**src/rtl/fakong_pkg.sv**
```systemverilog
// Shared constants for the fakong command-frame path: SOF bytes, frame byte
// positions, status bit positions and the framer FSM encoding.
package fakong_pkg;

  localparam logic [7:0] SOF_L_DEF = 8'hEB;
  localparam logic [7:0] SOF_H_DEF = 8'h90;

  localparam int unsigned BYTE_SOF_L = 0;
  localparam int unsigned BYTE_SOF_H = 1;
  localparam int unsigned BYTE_SEQ   = 2;
  localparam int unsigned BYTE_STAT  = 3;
  localparam int unsigned BYTE_PAY0  = 4;
  localparam int unsigned BYTE_CS    = 31;

  localparam int unsigned PAY_BITS   = 216;

  localparam int unsigned STAT_LINK_OK  = 0;
  localparam int unsigned STAT_CS_ERR   = 1;
  localparam int unsigned STAT_NO_RESP  = 2;
  localparam int unsigned STAT_GOOD_LSB = 4;

  localparam logic [2:0] ST_IDLE      = 3'd0;
  localparam logic [2:0] ST_LATCH     = 3'd1;
  localparam logic [2:0] ST_SUM       = 3'd2;
  localparam logic [2:0] ST_START     = 3'd3;
  localparam logic [2:0] ST_WAIT_BUSY = 3'd4;
  localparam logic [2:0] ST_WAIT_DONE = 3'd5;

  // Assemble the per-frame link status byte from the receive-side stickies.
  function automatic logic [7:0] status_byte(input logic [3:0] good_cnt,
                                             input logic cs_err,
                                             input logic no_resp);
    logic [7:0] s;
    s = '0;
    s[STAT_LINK_OK]               = (good_cnt != 4'd0) && !no_resp;
    s[STAT_CS_ERR]                = cs_err;
    s[STAT_NO_RESP]               = no_resp;
    s[STAT_GOOD_LSB +: 4]         = good_cnt;
    return s;
  endfunction

endpackage

```
**src/rtl/fakong_period_timer.sv**
```systemverilog
// Free-running frame period counter; tick marks the last count of each period.
module fakong_period_timer
  import fakong_pkg::*;
#(
  parameter logic [31:0] T_PERIOD = 32'd1_000_000
) (
  input  logic clk,
  input  logic reset,
  output logic tick
);

  logic [31:0] count;

  assign tick = (count == T_PERIOD - 32'd1);

  // Count 0..T_PERIOD-1 and wrap, independent of any framing enable.
  always_ff @(posedge clk or posedge reset) begin
    if (reset) begin
      count <= '0;
    end else if (tick) begin
      count <= '0;
    end else begin
      count <= count + 32'd1;
    end
  end

endmodule

```
**src/rtl/fakong_tx_framer.sv**
```systemverilog
// Periodic 32-byte command-frame builder for the fakong UART link. Builds
// SOF/seq/status/payload, sums a checksum one byte per cycle, then hands the
// frame to the transmitter via tx_frame_start / tx_busy.
module fakong_tx_framer
  import fakong_pkg::*;
#(
  parameter logic [31:0] T_PERIOD  = 32'd1_000_000,
  parameter logic [7:0]  T_SOF_L   = SOF_L_DEF,
  parameter logic [7:0]  T_SOF_H   = SOF_H_DEF,
  parameter logic [7:0]  BUSY_WAIT = 8'd8
) (
  input  logic         clk,
  input  logic         reset,
  input  logic         enable,
  input  logic [215:0] payload_in,
  input  logic         payload_valid,
  input  logic         rx_frame_done,
  input  logic         check_sum_error,
  input  logic         comNoResponse,
  input  logic         tx_busy,
  output logic [255:0] tx_frame,
  output logic         tx_frame_start,
  output logic [7:0]   seq,
  output logic         overrun,
  output logic         tx_err
);

  logic                tick;
  logic [PAY_BITS-1:0] shadow;
  logic [3:0]          good_cnt;
  logic                cs_sticky;
  logic                nr_sticky;
  logic [2:0]          state;
  logic [4:0]          idx;
  logic [7:0]          acc;
  logic [7:0]          seq_next;
  logic [7:0]          wait_cnt;
  logic [7:0]          cur_byte;
  logic [7:0]          acc_sum;

  fakong_period_timer #(
    .T_PERIOD(T_PERIOD)
  ) u_timer (
    .clk  (clk),
    .reset(reset),
    .tick (tick)
  );

  assign cur_byte = tx_frame[{idx, 3'b000} +: 8];
  assign acc_sum  = acc + cur_byte;

  // Shadow payload register; LATCH reads the pre-update value.
  always_ff @(posedge clk or posedge reset) begin
    if (reset) begin
      shadow <= '0;
    end else if (payload_valid) begin
      shadow <= payload_in;
    end
  end

  // Receive-side stickies; events in the LATCH cycle seed the next frame.
  always_ff @(posedge clk or posedge reset) begin
    if (reset) begin
      good_cnt  <= '0;
      cs_sticky <= 1'b0;
      nr_sticky <= 1'b0;
    end else if (state == ST_LATCH) begin
      good_cnt  <= {3'b000, rx_frame_done};
      cs_sticky <= check_sum_error;
      nr_sticky <= comNoResponse;
    end else begin
      if (rx_frame_done && (good_cnt != 4'hF)) begin
        good_cnt <= good_cnt + 4'd1;
      end
      if (check_sum_error) begin
        cs_sticky <= 1'b1;
      end
      if (comNoResponse) begin
        nr_sticky <= 1'b1;
      end
    end
  end

  // Flag period ticks that cannot start a frame because one is in flight.
  always_ff @(posedge clk or posedge reset) begin
    if (reset) begin
      overrun <= 1'b0;
    end else begin
      overrun <= tick && ((state != ST_IDLE) || (enable && tx_busy));
    end
  end

  // Framing FSM. Start pulse, checksum byte and seq are registered on the
  // SUM->START edge so they are all visible during the START cycle itself.
  always_ff @(posedge clk or posedge reset) begin
    if (reset) begin
      state          <= ST_IDLE;
      idx            <= '0;
      acc            <= '0;
      tx_frame       <= '0;
      tx_frame_start <= 1'b0;
      seq            <= '0;
      seq_next       <= '0;
      wait_cnt       <= '0;
      tx_err         <= 1'b0;
    end else begin
      tx_frame_start <= 1'b0;
      tx_err         <= 1'b0;
      case (state)
        ST_IDLE: begin
          if (tick && enable && !tx_busy) begin
            state <= ST_LATCH;
          end
        end
        ST_LATCH: begin
          tx_frame[8*BYTE_SOF_L +: 8]     <= T_SOF_L;
          tx_frame[8*BYTE_SOF_H +: 8]     <= T_SOF_H;
          tx_frame[8*BYTE_SEQ +: 8]       <= seq_next;
          tx_frame[8*BYTE_STAT +: 8]      <= status_byte(good_cnt, cs_sticky, nr_sticky);
          tx_frame[8*BYTE_PAY0 +: PAY_BITS] <= shadow;
          tx_frame[8*BYTE_CS +: 8]        <= 8'h00;
          acc   <= '0;
          idx   <= '0;
          state <= ST_SUM;
        end
        ST_SUM: begin
          acc <= acc_sum;
          idx <= idx + 5'd1;
          if (idx == 5'(BYTE_CS - 1)) begin
            tx_frame[8*BYTE_CS +: 8] <= acc_sum;
            tx_frame_start           <= 1'b1;
            seq                      <= seq_next;
            seq_next                 <= seq_next + 8'd1;
            state                    <= ST_START;
          end
        end
        ST_START: begin
          wait_cnt <= 8'd1;
          state    <= ST_WAIT_BUSY;
        end
        ST_WAIT_BUSY: begin
          if (tx_busy) begin
            state <= ST_WAIT_DONE;
          end else if (wait_cnt >= BUSY_WAIT - 8'd1) begin
            // A lost frame burns one extra number so the ground side sees a gap.
            tx_err   <= 1'b1;
            seq_next <= seq_next + 8'd1;
            state    <= ST_IDLE;
          end else begin
            wait_cnt <= wait_cnt + 8'd1;
          end
        end
        ST_WAIT_DONE: begin
          if (!tx_busy) begin
            state <= ST_IDLE;
          end
        end
        default: begin
          state <= ST_IDLE;
        end
      endcase
    end
  end

endmodule

```
**config.mk**
```make
export PLATFORM = sky130hd
export DESIGN_NAME = fakong_tx_framer
export DESIGN_NICKNAME = d
export VERILOG_FILES = /design/src/rtl/fakong_pkg.sv /design/src/rtl/fakong_period_timer.sv /design/src/rtl/fakong_tx_framer.sv
export SDC_FILE = /design/constraint.sdc
export NUM_CORES = 1
export LEC_CHECK = 0
export BUFFER_PORTS_ARGS = -buffer_cell sky130_fd_sc_hd__buf_2
export CAP_MARGIN = 20
export CELL_PAD_IN_SITES_DETAIL_PLACEMENT = 0
export CELL_PAD_IN_SITES_GLOBAL_PLACEMENT = 1
export CORE_MARGIN = 5
export CORE_UTILIZATION = 39
export DETAILED_ROUTE_END_ITERATION = 10
export GPL_ROUTABILITY_DRIVEN = 0
export PLACE_DENSITY_LB_ADDON = 0.1
export REMOVE_ABC_BUFFERS = 1
export SYNTH_ARGS = -nofsm -noshare
export SYNTH_HDL_FRONTEND = slang
export SYNTH_SLANG_ARGS = --single-unit
```
**constraint.sdc**
```tcl
create_clock -name clk -period 15.95 [get_ports clk]
set_input_delay 1.595 -clock clk [delete_from_list [all_inputs] [get_ports clk]]
set_output_delay 1.595 -clock clk [all_outputs]
set_load 0.02 [all_outputs]
```
# Yosys cells after proc, flatten, opt, wreduce, memory -nomap -nowiden
# Cells that the tools add are included.
word_totals:
  regBits: 544
  inputBits: 224
op_classes:
  addsub: 6
  n_lt_le_gt_ge: 1
  n_eq_ne: 15
  shifts: 1
  n_mux: 29
  n_reduce_logical: 23
op_table:
  columns: ["op", "n"]
  rows:
  - ["$shiftx A256 B9 Y8", 1]
  - ["$pmux W8 S2", 4]
  - ["$mux W8", 6]
  - ["$add A32 B1 Y32 const B", 1]
  - ["$eq A32 B20 Y1 const B", 1]
  - ["$mux W32", 1]
  - ["$pmux W3 S6", 1]
  - ["$add A8 B1 Y8 const B", 2]
  - ["$mux W3", 5]
  - ["$ne A2 B2 Y1 const B", 6]
  - ["$reduce_bool A2 Y1", 6]
  - ["$pmux W5 S2", 1]
  - ["$mux W1", 9]
  - ["$add A8 B8 Y8", 1]
  - ["$ge A8 B3 Y1 const B", 1]
  - ["$mux W4", 2]
  - ["$reduce_and A4 Y1", 2]
  - ["$eq A3 B2 Y1 const B", 2]
  - ["$eq A3 B3 Y1 const B", 2]
  - ["$logic_and A1 B1 Y1", 6]
  - ["$add A5 B1 Y5 const B", 1]
  - ["$eq A5 B5 Y1 const B", 1]
  - ["$add A4 B1 Y4 const B", 1]
  - ["$ne A4 B4 Y1 const B", 1]
  - ["9 further kinds", 11]

# Logic depth before layout (Yosys ltp)
depth:
  depth_word: 5
  depth_mapped: 16
  ltp_nobuf: 13

# By module
# From an unflattened synthesis, not the netlist that was laid out.
unflattened:
  cells_unflattened: 2005
  hier_area_um2: 22784.4
by_module_without_submodules:
  columns: ["mod", "n_inst", "cells_per_inst", "area_per_inst_um2"]
  rows:
  - ["fakong_tx_framer", 1, 1854, 21231.6]
  - ["fakong_period_timer", 1, 151, 1552.7]

# Worst setup path after synthesis
# No wires, ideal clock.
synth_timing:
  kind: "register to register"
  start: "register idx[0]"
  end: "register tx_frame[255]"
  setup_time_ps: 130
  arrival_ps: 3571
  slack_ps: 12248
  path_stages_with_launch: 13
  cell_sequence: "dfrtp_1 buf_6 buf_2 mux4_2 mux4_2 mux2_2 ha_1 nor2b_1 o31a_1 o41ai_1 xor2_1 xnor2_1 o22ai_2"
synth_via:
  elab_chain_cells: 4
  word_cells_on_any_way: 7
  cone_classes: "add/sub (1); eq/ne (2); shift (1); mux (2); reduce/logical (1)"
synth_rtl:
  columns: ["element", "line", "text"]
  rows:
  - ["from (decl)", "fakong_tx_framer.sv:34", "logic [4:0] idx;"]
  - ["from (signal assigned)", "fakong_tx_framer.sv:128", "idx <= idx + 5'd1;"]
  - ["$shiftx A256 B9 Y8", "fakong_tx_framer.sv:49", "assign cur_byte = tx_frame[{idx, 3'b000} +: 8];"]
  - ["$add A8 B8 Y8", "fakong_tx_framer.sv:50", "assign acc_sum = acc + cur_byte;"]
  - ["$mux W8", "fakong_tx_framer.sv:129", "if (idx == 5'(BYTE_CS - 1)) begin"]
  - ["$pmux W8 S2", "fakong_tx_framer.sv:109", "case (state)"]
  - ["to (signal, indexed assignment)", "fakong_tx_framer.sv:118", "tx_frame[8*BYTE_SEQ +: 8] <= seq_next;"]
  - ["to (signal, indexed assignment)", "fakong_tx_framer.sv:119", "tx_frame[8*BYTE_STAT +: 8] <= status_byte(good_cnt, cs_sticky, nr_sticky);"]
  - ["to (signal, indexed assignment)", "fakong_tx_framer.sv:130", "tx_frame[8*BYTE_CS +: 8] <= acc_sum;"]
  - ["to (decl)", "fakong_tx_framer.sv:21", "output logic [255:0] tx_frame,"]
# Several ways; a longest one is shown, not always the timed one. The select of a mux whose other input is x is not followed.
# A chain may end at the register's enable or synchronous reset.

# Worst setup path after layout
# Ends and elaborated chain as after synthesis.

==> run_results.csv <==
group,metric,value,unit
sta,max_clock_freq,207,MHz
power,p_sw_share,39.0,%
route,wl,68.9,mm
route,vias_per_cell,5.00,
setup_path,crit_path_start_kind,"flop",
synthesis,seq_area_frac_synth,59.2,%
power,switching_power,2.10,mW
final_layout,fin_util,48.0,%
final_layout,layout_common_cells,"nand2_1, dfrtp_1, buf_2",
clock_network,ctsHtreeMaxLevel,2,
route,drt_pass1_iterations,5,
clock_network,path_clk_slew,0.06,ns
setup_path,crit_path_end_kind,"flop",
sta,post-route-period-util,30.4,%
synthesis,ys.warnings.count,0,
clock_network,cts.sinks,537,
setup_path,r2r_end,"tx_frame[255]$_DFFE_PP0P_",
route,vias,16200,
grt,grt_pass1_vias,16600,
sta,setup_tns,0,ns
clock_network,post_cts_resized,0,
final_layout,final_nets,2664,
place,io_buffers,481,
setup_path,required,16.41,ns
power,finalPower,5.38,mW
power,internal_power,3.28,mW
setup_path,startpoint,"idx[0]$_DFFE_PP0P_",
synthesis,synth_enable_flop_cells,0,
run_status,status,"finished, final reports clean",
setup_path,worst-r2r-setup-slack,11.11,ns
sta,relSlewSlack,27.8,%
final_layout,areaGrowthSynthToFinish,22.2,%
power,p_leak,13.8,nW
floorplanning,num_rows,88,
sta,tightest_slew,1.08,ns
grt,grt_pass1_wl,105,mm
setup_path,critPathKind,"reg -> reg",
sta,period_minus_slack,4.84,ns
place,placed_cells,3130,
route,drt_iter0_markers,953,
grt,antenna_found_initial,4,
floorplanning,ios,491,
clock_network,cts_tree,"built",
synthesis,async_flop_share,100,%
place,post-dp-hpwl,48.5,mm
floorplanning,start_util,39.3,%
power,clkPwrFrac,25.5,%
sta,clock_skew,0.0187,ns
synthesis,yosysUniqueCellTypes,54,
sta,finalSetupViolations,0,
synthesis,synthFlopType,"dfrtp_1",
floorplanning,die_w,251,um
job,cap_violations,0,
clock_network,cts_buffers,58,
power,seqPwrFrac,38.9,%
place,place_ws,10.85,ns
route,postRouteAntennaNets,0,
grt,grt_max_degree,165,
sta,worst_slack,11.11,ns
final_layout,final_common_cell,"nand2_1",
grt,overflow,0,
sta,hold_violations,0,
synthesis,syn_area,22700,um^2
synthesis,synthCells,1976,
sta,grt_setup_unrepaired,"no",
final_layout,layout-drive-gt1-share,36.3,%
floorplanning,core,57700,um^2
route,drc,0,
min_path,min_from,"shadow[92]$_DFFE_PP0P_",
setup_path,reg2reg_depth,14,
min_path,hold_depth,2,
clock_network,cts_buffer_depth,3,
floorplanning,die_y,251,um
floorplanning,die_area,63100,um^2
clock_network,holdBufCountCts,0,
setup_path,timing.rr.start,"idx[0]$_DFFE_PP0P_",
route,avgRoutedWirePerCell,21.3,um
power,ir_worst_vdd,0.0903,mV
sta,drv_slew,0,
clock_network,clk_latency,0.61,ns
power,combPwrFrac,35.6,%
setup_path,path_max_fanout,42,
synthesis,synth_seq_cells,537,
setup_path,arrival,5.30,ns
grt,grt_use_total,21.4,%
power,powerDensity,194,nW/um^2
clock_network,cts_setup_buffers,0,
final_layout,instances_no_fill,3237,
min_path,min_to,"tx_frame[124]$_DFFE_PP0P_",
synthesis,synth_area_per_cell,11.5,um^2
min_path,min_path_type,"reg -> reg",
clock_network,root_buffer,"clkbuf_16",
final cells by class:
| class | instances | area (um^2) |
|---|---|---|
| Fill cell | 5412 | 30000 |
| Clock buffer | 98 | 1870 |
| Inverter | 18 | 75.1 |
| Timing Repair Buffer | 501 | 2580 |
| Tap cell | 765 | 957 |
| Clock inverter | 8 | 96.3 |
| Multi-Input combinational cell | 1309 | 8690 |
| Antenna cell | 1 | 2.50 |
| Sequential cell | 537 | 13400 |
worst max path at each step:
stage          depth (start not counted)                   endpoint
2_1_floorplan                          1         acc[0]$_DFFE_PP0P_
3_3_place_gp                           5         idx[1]$_DFFE_PP0P_
3_5_place_dp                           5         idx[1]$_DFFE_PP0P_
4_1_cts                               14  tx_frame[255]$_DFFE_PP0P_
5_1_grt                               14  tx_frame[255]$_DFFE_PP0P_
6_report                              14  tx_frame[255]$_DFFE_PP0P_
cell families (layout without fill, tap and decap cells):
kind of cell / Yosys count / in the layout / synth area share, %
muxes: 302 / 302 / 18.2
xor gates and xnor gates: 44 / 44 / 1.70
buffers and inverters: 138 / 625 / 2.63
adders and majority gates: 15 / 15 / 0.860
and+or+nand+nor: 860 / 860 / 15.1
AOI/OAI and AO/OA: 79 / 79 / 2.25
DFF: 537 / 537 / 59.2
other: 1 / 10 / 0.0165
worst max-delay path, cell delays in order (launching register included):
cell      delay [ns]
dfrtp_4         0.78
buf_4           0.76
inv_1           0.24
a31oi_1         0.52
a21oi_1         0.18
a22oi_1         0.19
o211ai_1        0.23
ha_1            0.37
a21oi_1         0.12
nor2b_1         0.07
o31a_1          0.27
o41ai_1         0.38
xor2_1          0.29
xnor2_1         0.17
o22ai_2         0.08
synthesized netlist by cell type (3+ instances only):
| library cell | count | area, um^2 |
|---|---|---|
| a21o_1 | 6 | 45.0 |
| xor2_1 | 21 | 184 |
| nor3_1 | 5 | 25.0 |
| nor4_1 | 6 | 37.5 |
| nor4b_1 | 3 | 26.3 |
| mux2i_1 | 5 | 50.1 |
| o22ai_1 | 4 | 25.0 |
| xnor2_1 | 23 | 201 |
| o21ai_0 | 19 | 95.1 |
| a22o_1 | 4 | 35.0 |
| nand4_1 | 11 | 68.8 |
| a21oi_1 | 19 | 95.1 |
| clkbuf_1 | 89 | 334 |
| a22oi_1 | 7 | 52.6 |
| and2_1 | 5 | 31.3 |
| buf_4 | 16 | 120 |
| nor2_1 | 49 | 184 |
| nand2_1 | 728 | 2730 |
| buf_1 | 5 | 18.8 |
| and3_1 | 10 | 62.6 |
| mux4_2 | 64 | 1440 |
| or2_2 | 3 | 18.8 |
| nand3_1 | 25 | 125 |
| inv_1 | 18 | 67.6 |
| buf_2 | 9 | 45.0 |
| mux2_2 | 232 | 2610 |
| dfrtp_1 | 537 | 13400 |
| o211ai_1 | 5 | 37.5 |
| ha_1 | 14 | 175 |
| nor2b_1 | 4 | 25.0 |
| nand2b_1 | 3 | 18.8 |
per-stage QoR:
step                hold slack [ns]  area, um^2
finish                        0.458       27700
global route                  0.469       27700
CTS                           0.448       27700
detailed placement            0.445       25700
global placement              0.440       25700
floorplan                     0.435       22200
flip-flops by register name, summed over array words and instances, names as in the netlist:
| name | cells |
|---|---|
| good_cnt | 4 |
| tx_err | 1 |
| u_timer.count | 32 |
| tx_frame_start | 1 |
| seq | 8 |
| acc | 8 |
| seq_next | 8 |
| idx | 5 |
| wait_cnt | 8 |
| nr_sticky | 1 |
| state | 3 |
| tx_frame | 240 |
| shadow | 216 |
| cs_sticky | 1 |
| overrun | 1 |
routing by layer:
layer	GRT usage, %	part of all wire, %	vias up
met4	5.22	2.2	6
li1	-	-	7480
met1	27.9	42	8284
met3	4.32	4.9	102
met2	36.9	51	328
met5	0	0.062	-
power groups by stage:
stage | sequential [mW] | clock, mW | combinational, mW
floorplan | 2.33 | 0 | 0.966
global placement | 2.12 | 0 | 1.92
detailed placement | 2.12 | 0 | 1.95
CTS | 2.10 | 1.41 | 1.95
global route | 2.15 | 1.46 | 2.10
finish | 2.09 | 1.37 | 1.91
Power figures use the tool's default switching activity.
